### config.mk
export PLATFORM = sky130hd
export DESIGN_NAME = tlul_write_snoop
export DESIGN_NICKNAME = d
export VERILOG_FILES = /design/src/rtl/tlul_snoop_pkg.sv /design/src/rtl/tlul_snoop_rr_arb.sv /design/src/rtl/tlul_write_snoop.sv
export SDC_FILE = /design/constraint.sdc
export NUM_CORES = 1
export LEC_CHECK = 0
export ABC_AREA = 1
export BUFFER_PORTS_ARGS = -buffer_cell sky130_fd_sc_hd__buf_4
export CAP_MARGIN = 20
export CORE_MARGIN = 1
export CORE_UTILIZATION = 40
export CTS_CLUSTER_SIZE = 24
export DETAILED_ROUTE_END_ITERATION = 6
export GPL_ROUTABILITY_DRIVEN = 0
export HOLD_SLACK_MARGIN = 0.12
export MAX_ROUTING_LAYER = met4
export PLACE_DENSITY = 0.62
export SLEW_MARGIN = 5
export SYNTH_ARGS = -nofsm -noshare
export SYNTH_HDL_FRONTEND = slang
export SYNTH_SLANG_ARGS = --single-unit
### constraint.sdc
create_clock -name clk_i -period 5.59 [get_ports clk_i]
set_clock_uncertainty 0.15 [all_clocks]
set_input_delay 0.559 -clock clk_i [delete_from_list [all_inputs] [get_ports clk_i]]
set_output_delay 0.559 -clock clk_i [all_outputs]
set_load 0.01 [all_outputs]
### src/rtl/tlul_snoop_pkg.sv
// Shared types, constants and address-window helper for the TL-UL write snoop.
// The event timestamp field exists only when TLUL_WRITE_SNOOP_TIMESTAMP_EN is defined.
package tlul_snoop_pkg;

  localparam int unsigned DefaultDepth = 8;
  localparam int unsigned TsW          = 32;

  localparam logic [2:0] PutFullData    = 3'h0;
  localparam logic [2:0] PutPartialData = 3'h1;
  localparam logic [2:0] Get            = 3'h4;

  typedef struct packed {
    logic        a_valid;
    logic [2:0]  a_opcode;
    logic [2:0]  a_param;
    logic [1:0]  a_size;
    logic [7:0]  a_source;
    logic [31:0] a_address;
    logic [3:0]  a_mask;
    logic [31:0] a_data;
    logic        d_ready;
  } tl_h2d_t;

  typedef struct packed {
    logic        d_valid;
    logic [2:0]  d_opcode;
    logic [2:0]  d_param;
    logic [1:0]  d_size;
    logic [7:0]  d_source;
    logic        d_sink;
    logic [31:0] d_data;
    logic        d_error;
    logic        a_ready;
  } tl_d2h_t;

  typedef struct packed {
    logic [31:0]    addr;
    logic [31:0]    data;
    logic [3:0]     mask;
`ifdef TLUL_WRITE_SNOOP_TIMESTAMP_EN
    logic [TsW-1:0] ts;
`endif
  } snoop_evt_t;

  function automatic logic addr_hit(input logic [31:0] addr,
                                    input logic [31:0] base,
                                    input logic [31:0] mask);
    return (addr & mask) == (base & mask);
  endfunction

endpackage

### src/rtl/tlul_snoop_rr_arb.sv
// Round-robin arbiter: grants one requester per advancing cycle, pointer moves past the winner.
module tlul_snoop_rr_arb #(
  parameter int unsigned N = 2,
  localparam int unsigned IdxW = (N > 1) ? $clog2(N) : 1
) (
  input  logic            clk_i,
  input  logic            rst_ni,
  input  logic [N-1:0]    req,
  input  logic            advance,
  output logic [N-1:0]    gnt,
  output logic [IdxW-1:0] gnt_idx
);

  logic [IdxW-1:0] ptr;
  logic [IdxW-1:0] idx;
  logic            found;

  // first requester at or after the pointer wins
  always_comb begin
    gnt     = '0;
    gnt_idx = '0;
    found   = 1'b0;
    idx     = '0;
    for (int unsigned k = 0; k < N; k++) begin
      idx = IdxW'((32'(ptr) + k) % N);
      if (advance && !found && req[idx]) begin
        found      = 1'b1;
        gnt[idx]   = 1'b1;
        gnt_idx    = idx;
      end
    end
  end

  always_ff @(posedge clk_i) begin
    if (!rst_ni) begin
      ptr <= '0;
    end else if (found) begin
      ptr <= (gnt_idx == IdxW'(N - 1)) ? '0 : gnt_idx + 1'b1;
    end
  end

endmodule

### src/rtl/tlul_write_snoop.sv
// Passive multi-channel TL-UL Put monitor feeding a first-word-fall-through event FIFO.
// Define TLUL_WRITE_SNOOP_TIMESTAMP_EN to stamp events with a free-running cycle count.
module tlul_write_snoop
  import tlul_snoop_pkg::*;
#(
  parameter int unsigned NumCh    = 2,
  parameter int unsigned Depth    = DefaultDepth,
  parameter logic [NumCh-1:0][31:0] MatchBase = {NumCh{32'h0}},
  parameter logic [NumCh-1:0][31:0] MatchMask = {NumCh{32'hFFFF_FFFF}},
  parameter int unsigned DropCntW = 16,
  localparam int unsigned ChW  = (NumCh > 1) ? $clog2(NumCh) : 1,
  localparam int unsigned LvlW = $clog2(Depth) + 1
) (
  input  logic                   clk_i,
  input  logic                   rst_ni,
  input  tl_h2d_t [NumCh-1:0]    tl_h2d_i,
  input  tl_d2h_t [NumCh-1:0]    tl_d2h_i,
  input  logic [NumCh-1:0]       ch_en_i,
  output logic                   evt_valid_o,
  input  logic                   evt_ready_i,
  output logic [ChW-1:0]         evt_ch_o,
  output logic [31:0]            evt_addr_o,
  output logic [31:0]            evt_data_o,
  output logic [3:0]             evt_mask_o,
`ifdef TLUL_WRITE_SNOOP_TIMESTAMP_EN
  output logic [TsW-1:0]         evt_ts_o,
`endif
  output logic [LvlW-1:0]        fifo_level_o,
  output logic [DropCntW-1:0]    drop_cnt_o,
  input  logic                   clr_drop_i
);

  localparam int unsigned PtrW = $clog2(Depth);
  localparam int unsigned SumW = DropCntW + 4;

  logic [NumCh-1:0]       capture, skid_vld, gnt, drop;
  snoop_evt_t [NumCh-1:0] cap_evt, skid_q;
  logic [ChW-1:0]         gnt_idx;
  logic                   pop, push, advance;
  logic [3:0]             n_drop;
  logic [SumW-1:0]        drop_sum;
  snoop_evt_t             push_evt, head_evt;
  logic [ChW-1:0]         head_ch;
  logic [PtrW-1:0]        wr_ptr, rd_ptr, rd_ptr_n;
  logic [LvlW-1:0]        remain, level_n;
  snoop_evt_t             mem    [Depth];
  logic [ChW-1:0]         mem_ch [Depth];
  logic                   unused_tl;

  assign unused_tl = ^{tl_h2d_i, tl_d2h_i};

`ifdef TLUL_WRITE_SNOOP_TIMESTAMP_EN
  logic [TsW-1:0] ts_cnt;
  always_ff @(posedge clk_i) begin
    if (!rst_ni) ts_cnt <= '0;
    else         ts_cnt <= ts_cnt + 1'b1;
  end
`endif

  // accepted Put inside the channel's window
  always_comb begin
    capture = '0;
    cap_evt = '0;
    for (int unsigned i = 0; i < NumCh; i++) begin
      capture[i] = tl_h2d_i[i].a_valid & tl_d2h_i[i].a_ready & ch_en_i[i]
                 & ((tl_h2d_i[i].a_opcode == PutFullData) |
                    (tl_h2d_i[i].a_opcode == PutPartialData))
                 & addr_hit(tl_h2d_i[i].a_address, MatchBase[i], MatchMask[i]);
      cap_evt[i].addr = tl_h2d_i[i].a_address;
      cap_evt[i].data = tl_h2d_i[i].a_data;
      cap_evt[i].mask = tl_h2d_i[i].a_mask;
`ifdef TLUL_WRITE_SNOOP_TIMESTAMP_EN
      cap_evt[i].ts   = ts_cnt;
`endif
    end
  end

  assign drop = capture & skid_vld & ~gnt;

  always_ff @(posedge clk_i) begin
    if (!rst_ni) begin
      skid_vld <= '0;
      skid_q   <= '0;
    end else begin
      for (int unsigned i = 0; i < NumCh; i++) begin
        if (capture[i] && (!skid_vld[i] || gnt[i])) begin
          skid_vld[i] <= 1'b1;
          skid_q[i]   <= cap_evt[i];
        end else if (gnt[i]) begin
          skid_vld[i] <= 1'b0;
        end
      end
    end
  end

  assign pop     = evt_valid_o & evt_ready_i;
  assign advance = (fifo_level_o != LvlW'(Depth)) | pop;
  assign push    = |gnt;

  tlul_snoop_rr_arb #(.N(NumCh)) u_arb (
    .clk_i   (clk_i),
    .rst_ni  (rst_ni),
    .req     (skid_vld),
    .advance (advance),
    .gnt     (gnt),
    .gnt_idx (gnt_idx)
  );

  // several channels may drop in the same cycle; count saturates
  always_comb begin
    n_drop = '0;
    for (int unsigned i = 0; i < NumCh; i++) begin
      n_drop = n_drop + 4'(drop[i]);
    end
    drop_sum = SumW'(drop_cnt_o) + SumW'(n_drop);
  end

  always_ff @(posedge clk_i) begin
    if (!rst_ni || clr_drop_i)          drop_cnt_o <= '0;
    else if (|drop_sum[SumW-1:DropCntW]) drop_cnt_o <= '1;
    else                                 drop_cnt_o <= drop_sum[DropCntW-1:0];
  end

  assign push_evt = skid_q[gnt_idx];
  assign remain   = fifo_level_o - LvlW'(pop);
  assign level_n  = remain + LvlW'(push);
  assign rd_ptr_n = rd_ptr + PtrW'(pop);

  // next head: the incoming entry when nothing else remains, else the stored successor
  always_comb begin
    head_evt = mem[rd_ptr_n];
    head_ch  = mem_ch[rd_ptr_n];
    if (remain == '0) begin
      head_evt = push_evt;
      head_ch  = gnt_idx;
    end
  end

  always_ff @(posedge clk_i) begin
    if (push) begin
      mem[wr_ptr]    <= push_evt;
      mem_ch[wr_ptr] <= gnt_idx;
    end
  end

  always_ff @(posedge clk_i) begin
    if (!rst_ni) begin
      wr_ptr       <= '0;
      rd_ptr       <= '0;
      fifo_level_o <= '0;
      evt_valid_o  <= 1'b0;
      evt_ch_o     <= '0;
      evt_addr_o   <= '0;
      evt_data_o   <= '0;
      evt_mask_o   <= '0;
`ifdef TLUL_WRITE_SNOOP_TIMESTAMP_EN
      evt_ts_o     <= '0;
`endif
    end else begin
      wr_ptr       <= wr_ptr + PtrW'(push);
      rd_ptr       <= rd_ptr_n;
      fifo_level_o <= level_n;
      evt_valid_o  <= (level_n != '0);
      if (level_n != '0) begin
        evt_ch_o   <= head_ch;
        evt_addr_o <= head_evt.addr;
        evt_data_o <= head_evt.data;
        evt_mask_o <= head_evt.mask;
`ifdef TLUL_WRITE_SNOOP_TIMESTAMP_EN
        evt_ts_o   <= head_evt.ts;
`endif
      end
    end
  end

endmodule

# --- After elaboration in Yosys (flattened, before gate mapping) ---
# Memory sizes are Yosys's and may differ from the RTL's.
# Index checks and enable logic that the tools add are counted.
totals:
  reg_bits: 235
  output_inout_bits: 90
  ram_bits: 552
  in_bits: 282
  wordCells: 102
  mem_count: 2
op_classes:
  eq_ne: 3
  order_cmp: 5
  n_addsub: 8
  bitwise: 16
  reduce_logical: 24
  n_mux: 26
memory_table:
  columns: ["name", "depth", "width", "read_ports", "rd_ports_with_merged_regs", "wr", "line_no", "rtl"]
  rows:
  - ["mem", 8, 68, 1, 0, 1, "tlul_write_snoop.sv:46", "snoop_evt_t mem [Depth];"]
  - ["mem_ch", 8, 1, 1, 0, 1, "tlul_write_snoop.sv:47", "logic [ChW-1:0] mem_ch [Depth];"]
op_table:
  columns: ["op", "n"]
  rows:
  - ["two-way mux 68 bit", 3]
  - ["logical NOT 32 bit", 2]
  - ["two-way mux 1 bit", 18]
  - ["adder 16 x 2 -> 17 bit", 1]
  - ["two-way mux 16 bit", 1]
  - ["AND 1 bit", 9]
  - ["logical AND 1 bit", 7]
  - ["adder 3 x 1 -> 3 bit", 2]
  - ["== test 3 x 1 -> 1 bit, second input constant", 2]
  - ["logical NOT 3 bit", 2]
  - ["< comparator 1 x 2 -> 1 bit, second input constant", 3]
  - ["adder 4 x 1 -> 4 bit", 1]
  - ["AND 2 bit", 2]
  - ["logical NOT 1 bit", 4]
  - ["logical NOT 4 bit", 1]
  - ["two-way mux 2 bit", 2]
  - ["inequality test 4 bit, second input constant", 1]
  - ["nonzero test 2 bit", 2]
  - ["nonzero test 4 bit", 1]
  - ["OR reduction 4 bit", 1]
  - ["subtractor 4 x 1 -> 4 bit", 1]
  - ["logical OR 1 bit", 3]
  - ["bitwise OR 1 bit", 3]
  - ["adder 1 bit, second input constant", 2]
  - ["other kinds (6)", 8]

# --- Longest topological paths before layout ---
depth:
  ltp_word: 14
  ltp_mapped: 19
  mapped_depth_nobuf: 17

# --- Modules after synthesis ---
# From an unflattened synthesis, not the netlist that was laid out.
hier_totals:
  hier_cells: 3893
  hier_area_um2: 34788.4
by_module_without_submodules:
  columns: ["module", "cells_each", "area_each_um2", "seq_area_each_um2", "n_inst"]
  rows:
  - ["tlul_write_snoop", 3882, 34724.6, 21260.4, 1]
  - ["tlul_snoop_rr_arb", 11, 63.8, 20.0, 1]

# --- Worst setup path before layout ---
# Ideal clock, no wire load.
synth_timing:
  kind: "input-to-reg"
  start: "input evt_ready_i"
  end: "memory mem[0][0] in the netlist's numbering, enable pin"
  required_ps: 4944
  path_stages: 6
  setup_time_ps: 496
  t_arrival_ps: 4303
  path_slack_ps: 640
  path_buffers: 1
  path_cell_list: "nand2_1 -> nand3_2 -> buf_2 -> o21ai_0 -> or2_2 -> nor2_1"
synth_via:
  elab_chain_cells: 11
  elab_cells_between_ends: 13
  cone_classes: "mux (5); bitwise (3); reduce/logical (5)"
synth_lines:
  columns: ["item", "line_no", "rtl"]
  rows:
  - ["start, declared", "tlul_write_snoop.sv:20", "input logic evt_ready_i,"]
  - ["AND 1 bit *", "tlul_write_snoop.sv:96", "assign pop = evt_valid_o & evt_ready_i;"]
  - ["bitwise OR 1 bit *", "tlul_write_snoop.sv:97", "assign advance = (fifo_level_o != LvlW'(Depth)) | pop;"]
  - ["logical AND 1 bit", "tlul_snoop_rr_arb.sv:26", "if (advance && !found && req[idx]) begin"]
  - ["two-way mux 1 bit", "tlul_snoop_rr_arb.sv:26", null]
  - ["logical NOT 1 bit", "tlul_snoop_rr_arb.sv:26", null]
  - ["logical AND 1 bit (2 in a row)", "tlul_snoop_rr_arb.sv:26", null]
  - ["two-way mux 2 bit *", "tlul_snoop_rr_arb.sv:26", null]
  - ["OR reduction 2 bit *", "tlul_write_snoop.sv:98", "assign push = |gnt;"]
  - ["two-way mux 1 bit *", "tlul_write_snoop.sv:140", "if (push) begin"]
  - ["two-way mux 1 bit (not written as such) *", "tlul_write_snoop.sv:141", "mem[wr_ptr] <= push_evt;"]
  - ["end, declared", "tlul_write_snoop.sv:46", null]
# Every way passes the cells marked *; elsewhere a longest branch is shown, timed or not.

# --- Worst setup path in the final report ---
layout_timing:
  start: "register fifo_level_o[3]"
  end: "register evt_data_o[21]"
layout_via:
  elab_chain_cells: 11
  elab_cells_between_ends: 20
  cone_classes: "add/sub (2); eq/ne (1); mux (8); bitwise (2); reduce/logical (7)"
layout_lines:
  columns: ["item", "line_no", "rtl"]
  rows:
  - ["start, declared", "tlul_write_snoop.sv:28", "output logic [LvlW-1:0] fifo_level_o,"]
  - ["start signal, assigned", "tlul_write_snoop.sv:162", "fifo_level_o <= level_n;"]
  - ["inequality test 4 bit *", "tlul_write_snoop.sv:97", null]
  - ["bitwise OR 1 bit *", "tlul_write_snoop.sv:97", null]
  - ["logical AND 1 bit", "tlul_snoop_rr_arb.sv:26", null]
  - ["two-way mux 1 bit", "tlul_snoop_rr_arb.sv:26", null]
  - ["logical NOT 1 bit", "tlul_snoop_rr_arb.sv:26", null]
  - ["logical AND 1 bit (2 in a row)", "tlul_snoop_rr_arb.sv:26", null]
  - ["two-way mux 2 bit *", "tlul_snoop_rr_arb.sv:26", null]
  - ["OR reduction 2 bit *", "tlul_write_snoop.sv:98", null]
  - ["adder 4 x 1 -> 4 bit *", "tlul_write_snoop.sv:126", "assign level_n = remain + LvlW'(push);"]
  - ["via level_n[1]", "tlul_write_snoop.sv:45", "logic [LvlW-1:0] remain, level_n;"]
  - ["nonzero test 4 bit *", "tlul_write_snoop.sv:164", "if (level_n != '0) begin"]
  - ["end signal, assigned", "tlul_write_snoop.sv:167", "evt_data_o <= head_evt.data;"]
  - ["end, declared", "tlul_write_snoop.sv:23", "output logic [31:0] evt_data_o,"]
# The timed path passes the listed nets; every way through them passes the cells marked *. The select of a mux whose other input is x is not followed.
# A chain may end at the register's enable or synchronous reset.

==> run_summary.xml <==
<?xml version="1.0" encoding="UTF-8"?>
<metrics>
  <group name="status">
    <metric name="status" unit="">finished, violations left</metric>
    <metric name="violations" unit="">DRC</metric>
  </group>
  <group name="timing">
    <metric name="least_margin_pin_slew" unit="ps">1230</metric>
    <metric name="maxClockFrequency" unit="MHz">263</metric>
    <metric name="grt_setup_unrepaired" unit="">no</metric>
    <metric name="hold-worst-slack" unit="ps">129</metric>
    <metric name="fin_setup_tns" unit="ps">0</metric>
    <metric name="timing.final.setup_violations" unit="">0</metric>
    <metric name="post-route-period-util" unit="%">68.1</metric>
    <metric name="timing.max_slew.rel_slack" unit="%">18.2</metric>
    <metric name="fin_crit" unit="ps">3810</metric>
    <metric name="final_critical_path_setup_slack" unit="ps">1780</metric>
    <metric name="finalHoldViolCount" unit="">0</metric>
    <metric name="timing_max_transition_violations_final" unit="">0</metric>
  </group>
  <group name="floorplanning">
    <metric name="io_pins" unit="">372</metric>
    <metric name="die_area" unit="um2">88700</metric>
    <metric name="core_area" unit="um2">86800</metric>
    <metric name="start_util" unit="%">40.3</metric>
    <metric name="chipWidth" unit="um">298</metric>
    <metric name="fp-row-count" unit="">108</metric>
    <metric name="fp.dieH" unit="um">298</metric>
  </group>
  <group name="global_route">
    <metric name="grt.overflow.total" unit="">0</metric>
    <metric name="grt_pass1_vias" unit="">25000</metric>
    <metric name="initial_antenna_violation_count" unit="">0</metric>
    <metric name="globalRouteTotalUtil" unit="%">21.1</metric>
    <metric name="grt_max_degree" unit="">245</metric>
    <metric name="grt_first_pass_wirelength" unit="um">142000</metric>
  </group>
  <group name="yosys">
    <metric name="synth_cell_type_count" unit="">36</metric>
    <metric name="yosys_register_bits" unit="">787</metric>
    <metric name="synth_area_leaders" unit="">sky130_fd_sc_hd__edfxtp_1 (47%), sky130_fd_sc_hd__dfxtp_1 (13%), sky130_fd_sc_hd__nand2_1 (9.2%), sky130_fd_sc_hd__nand3_1 (6.5%), sky130_fd_sc_hd__inv_1 (6.4%)</metric>
    <metric name="synth.yosys.warnings" unit="">0</metric>
    <metric name="synthesis.area_per_instance" unit="um2">9.01</metric>
    <metric name="net_count_of_the_mapped_netlist" unit="">4178</metric>
    <metric name="synthDominantAreaCellType" unit="">sky130_fd_sc_hd__edfxtp_1</metric>
    <metric name="post_synth_instance_area" unit="um2">35000</metric>
    <metric name="synth_cells" unit="">3886</metric>
    <metric name="synth_top_cell_area_share" unit="%">47.4</metric>
    <metric name="synth_sequential_area_ratio" unit="%">60.8</metric>
  </group>
  <group name="drt">
    <metric name="avgRoutedWirePerCell" unit="um">17.3</metric>
    <metric name="detailedRoute.firstIterationViolations" unit="">2364</metric>
    <metric name="met3_wirelength" unit="um">5630</metric>
    <metric name="top_layer_used" unit="">met4</metric>
    <metric name="vias" unit="">26100</metric>
    <metric name="avgViaCountPerCell" unit="">4.91</metric>
    <metric name="m1WireLength" unit="um">39700</metric>
    <metric name="dr.pass1.iters" unit="">7</metric>
    <metric name="dr_wl_met2" unit="um">44400</metric>
    <metric name="detail_route.wirelength" unit="um">91700</metric>
    <metric name="antenna_violating_nets_post_route" unit="">0</metric>
    <metric name="post-route-drc-count" unit="">1</metric>
  </group>
  <group name="place">
    <metric name="numPlacedInstances" unit="">5097</metric>
    <metric name="buffer_ports.inserted" unit="">239</metric>
    <metric name="dp_hpwl" unit="um">50200</metric>
    <metric name="preCtsSetupSlack" unit="ps">1620</metric>
  </group>
  <group name="worst_hold_path">
    <metric name="hold_start" unit="">tl_h2d_i[32]</metric>
    <metric name="worstHoldPathType" unit="">input pin to flop</metric>
  </group>
  <group name="setup_path">
    <metric name="cp-endpoint" unit="">evt_data_o[21]</metric>
    <metric name="ff2ff_setup_slack" unit="ps">1780</metric>
    <metric name="critical_path_peak_fanout" unit="">69</metric>
    <metric name="crit_start" unit="">fifo_level_o[3]</metric>
    <metric name="crit_path_end_kind" unit="">flop</metric>
    <metric name="crit_type" unit="">flop to flop</metric>
    <metric name="worst-endpoint-arrival" unit="ps">4170</metric>
    <metric name="reg2reg_depth" unit="">13</metric>
    <metric name="worstPathRequired" unit="ps">5950</metric>
    <metric name="reg2reg_to" unit="">evt_data_o[21]</metric>
    <metric name="worstSetupStartpointType" unit="">flop</metric>
    <metric name="rr_startpoint" unit="">fifo_level_o[3]</metric>
  </group>
  <group name="cells_and_area">
    <metric name="drive_gt1_share" unit="%">10.8</metric>
    <metric name="syn2layout_area_growth" unit="%">17.4</metric>
    <metric name="finish.net_count" unit="">4369</metric>
    <metric name="layout_commonest_cell" unit="">sky130_fd_sc_hd__nand2_1</metric>
    <metric name="instances_no_fill" unit="">5304</metric>
    <metric name="layout.area.seq" unit="um2">21300</metric>
    <metric name="layout_common_cells" unit="">sky130_fd_sc_hd__nand2_1 (853), sky130_fd_sc_hd__inv_1 (600), sky130_fd_sc_hd__edfxtp_1 (552), sky130_fd_sc_hd__nand3_1 (457), sky130_fd_sc_hd__nor2_1 (386)</metric>
    <metric name="multi_input_area" unit="um2">10500</metric>
    <metric name="antenna_diode_count" unit="">0</metric>
    <metric name="n_fill_cell" unit="">8174</metric>
  </group>
  <group name="cts">
    <metric name="ctsHtreeMaxLevel" unit="">3</metric>
    <metric name="cts_tree" unit="">done</metric>
    <metric name="cts.repair_timing.setup_buffer_count" unit="">0</metric>
    <metric name="clk_transition_reported_paths" unit="ps">60</metric>
    <metric name="cts-hold-fix-buffers" unit="">48</metric>
    <metric name="post_cts.resized_instances" unit="">0</metric>
    <metric name="cts.sink_count" unit="">787</metric>
    <metric name="clkLatencyLatePin" unit="ps">640</metric>
    <metric name="numCtsBuffers" unit="">84</metric>
    <metric name="clock_tree.root_cell" unit="">sky130_fd_sc_hd__clkbuf_16</metric>
    <metric name="worst_case_clock_buffer_depth" unit="">3</metric>
  </group>
  <group name="power_and_ir_drop">
    <metric name="ir_worst_vdd" unit="uV">350</metric>
    <metric name="static-leakage-power" unit="nW">17.5</metric>
    <metric name="p_per_area" unit="nW/um2">389</metric>
  </group>
  <group name="run">
    <metric name="drv_cap" unit="">0</metric>
  </group>
</metrics>
==> registers in the layout, indices dropped and copies added, names as in the netlist, 2 cells and up <==
name,count
evt_data_o,32
rd_ptr,3
evt_addr_o,32
wr_ptr,3
skid_vld,2
mem,544
evt_mask_o,4
fifo_level_o,4
drop_cnt_o,16
skid_q,136
mem_ch,8
==> cell usage after synthesis (all sizes together) <==
cell / count
edfxtp: 552
nor3b: 1
or3: 1
and2: 70
nand3b: 103
a31oi: 2
xnor2: 4
ha: 9
nor2: 401
nand4: 79
fa: 1
a21oi: 51
and3: 1
o21ai: 198
or2: 5
nand3: 461
o21a: 1
dfxtp: 235
clkbuf: 89
nand2: 859
buf: 140
nor3: 7
clkinv: 1
xor2: 6
inv: 609
==> layout make-up <==
cell class | count | area share, %
Clock inverter | 31 | 0.758
Inverter | 610 | 5.60
Tap cell | 1155 | 3.52
Sequential cell | 787 | 51.8
Timing Repair Buffer | 334 | 6.86
Clock buffer | 127 | 5.78
Multi-Input combinational cell | 2260 | 25.7
==> where the power goes <==
group | internal, mW | total, mW | switching (mW)
sequential | 6.33 | 6.41 | 0.0802
combinational | 1.31 | 4.17 | 2.87
clock | 3.10 | 5.41 | 2.31
==> per-layer routing <==
layer  GRT usage (%)  vias up
met5               -        -
met3            2.61      136
li1                -    12900
met2            35.2      827
met1            27.1    12200
met4            5.95        0
==> cells by family (layout without fill, tap and decap cells) <==
family	Yosys count	after routing	synth area share (%)
fa+ha+maj	10	10	0.379
simple gates	1988	1988	25.4
flops	787	787	60.8
buf+inv	839	1102	9.55
xor+xnor	10	10	0.250
compound gates	252	252	3.62
==> worst min path at each step <==
stage          depth (start not counted)          end  slack (ps)
6_report                               5   skid_q[35]         130
3_3_place_gp                           2  skid_q[104]         290
2_1_floorplan                          2  skid_q[115]         280
5_1_grt                                5   skid_q[33]         160
4_1_cts                                5   skid_q[70]         120
3_5_place_dp                           2  skid_q[116]         290
==> critical path, cell delays in order, from the launching register on <==
cell                       delay [ps]
sky130_fd_sc_hd__dfxtp_1          400
sky130_fd_sc_hd__inv_1             90
sky130_fd_sc_hd__nor2_1           180
sky130_fd_sc_hd__nand3_4          350
sky130_fd_sc_hd__o21ai_0          310
sky130_fd_sc_hd__inv_1            150
sky130_fd_sc_hd__ha_1             240
sky130_fd_sc_hd__ha_1             300
sky130_fd_sc_hd__or2_2            300
sky130_fd_sc_hd__nor2_4           120
sky130_fd_sc_hd__buf_4            690
sky130_fd_sc_hd__nand3b_1         150
sky130_fd_sc_hd__nand2_1          100
sky130_fd_sc_hd__nor2_1            60
==> stage by stage <==
| stage | util [%] | instance area (um2) | total power [mW] |
|---|---|---|---|
| 2_1_floorplan | - | 35000 | 9.36 |
| 3_3_place_gp | 43.7 | 37900 | 10.7 |
| 3_5_place_dp | 43.7 | 37900 | 10.7 |
| 4_1_cts | 47.3 | 41100 | 16.1 |
| 5_1_grt | 47.3 | 41100 | 16.8 |
| 6_report | 47.3 | 41100 | 16.0 |
No activity file was read; power rests on OpenSTA's default activity.
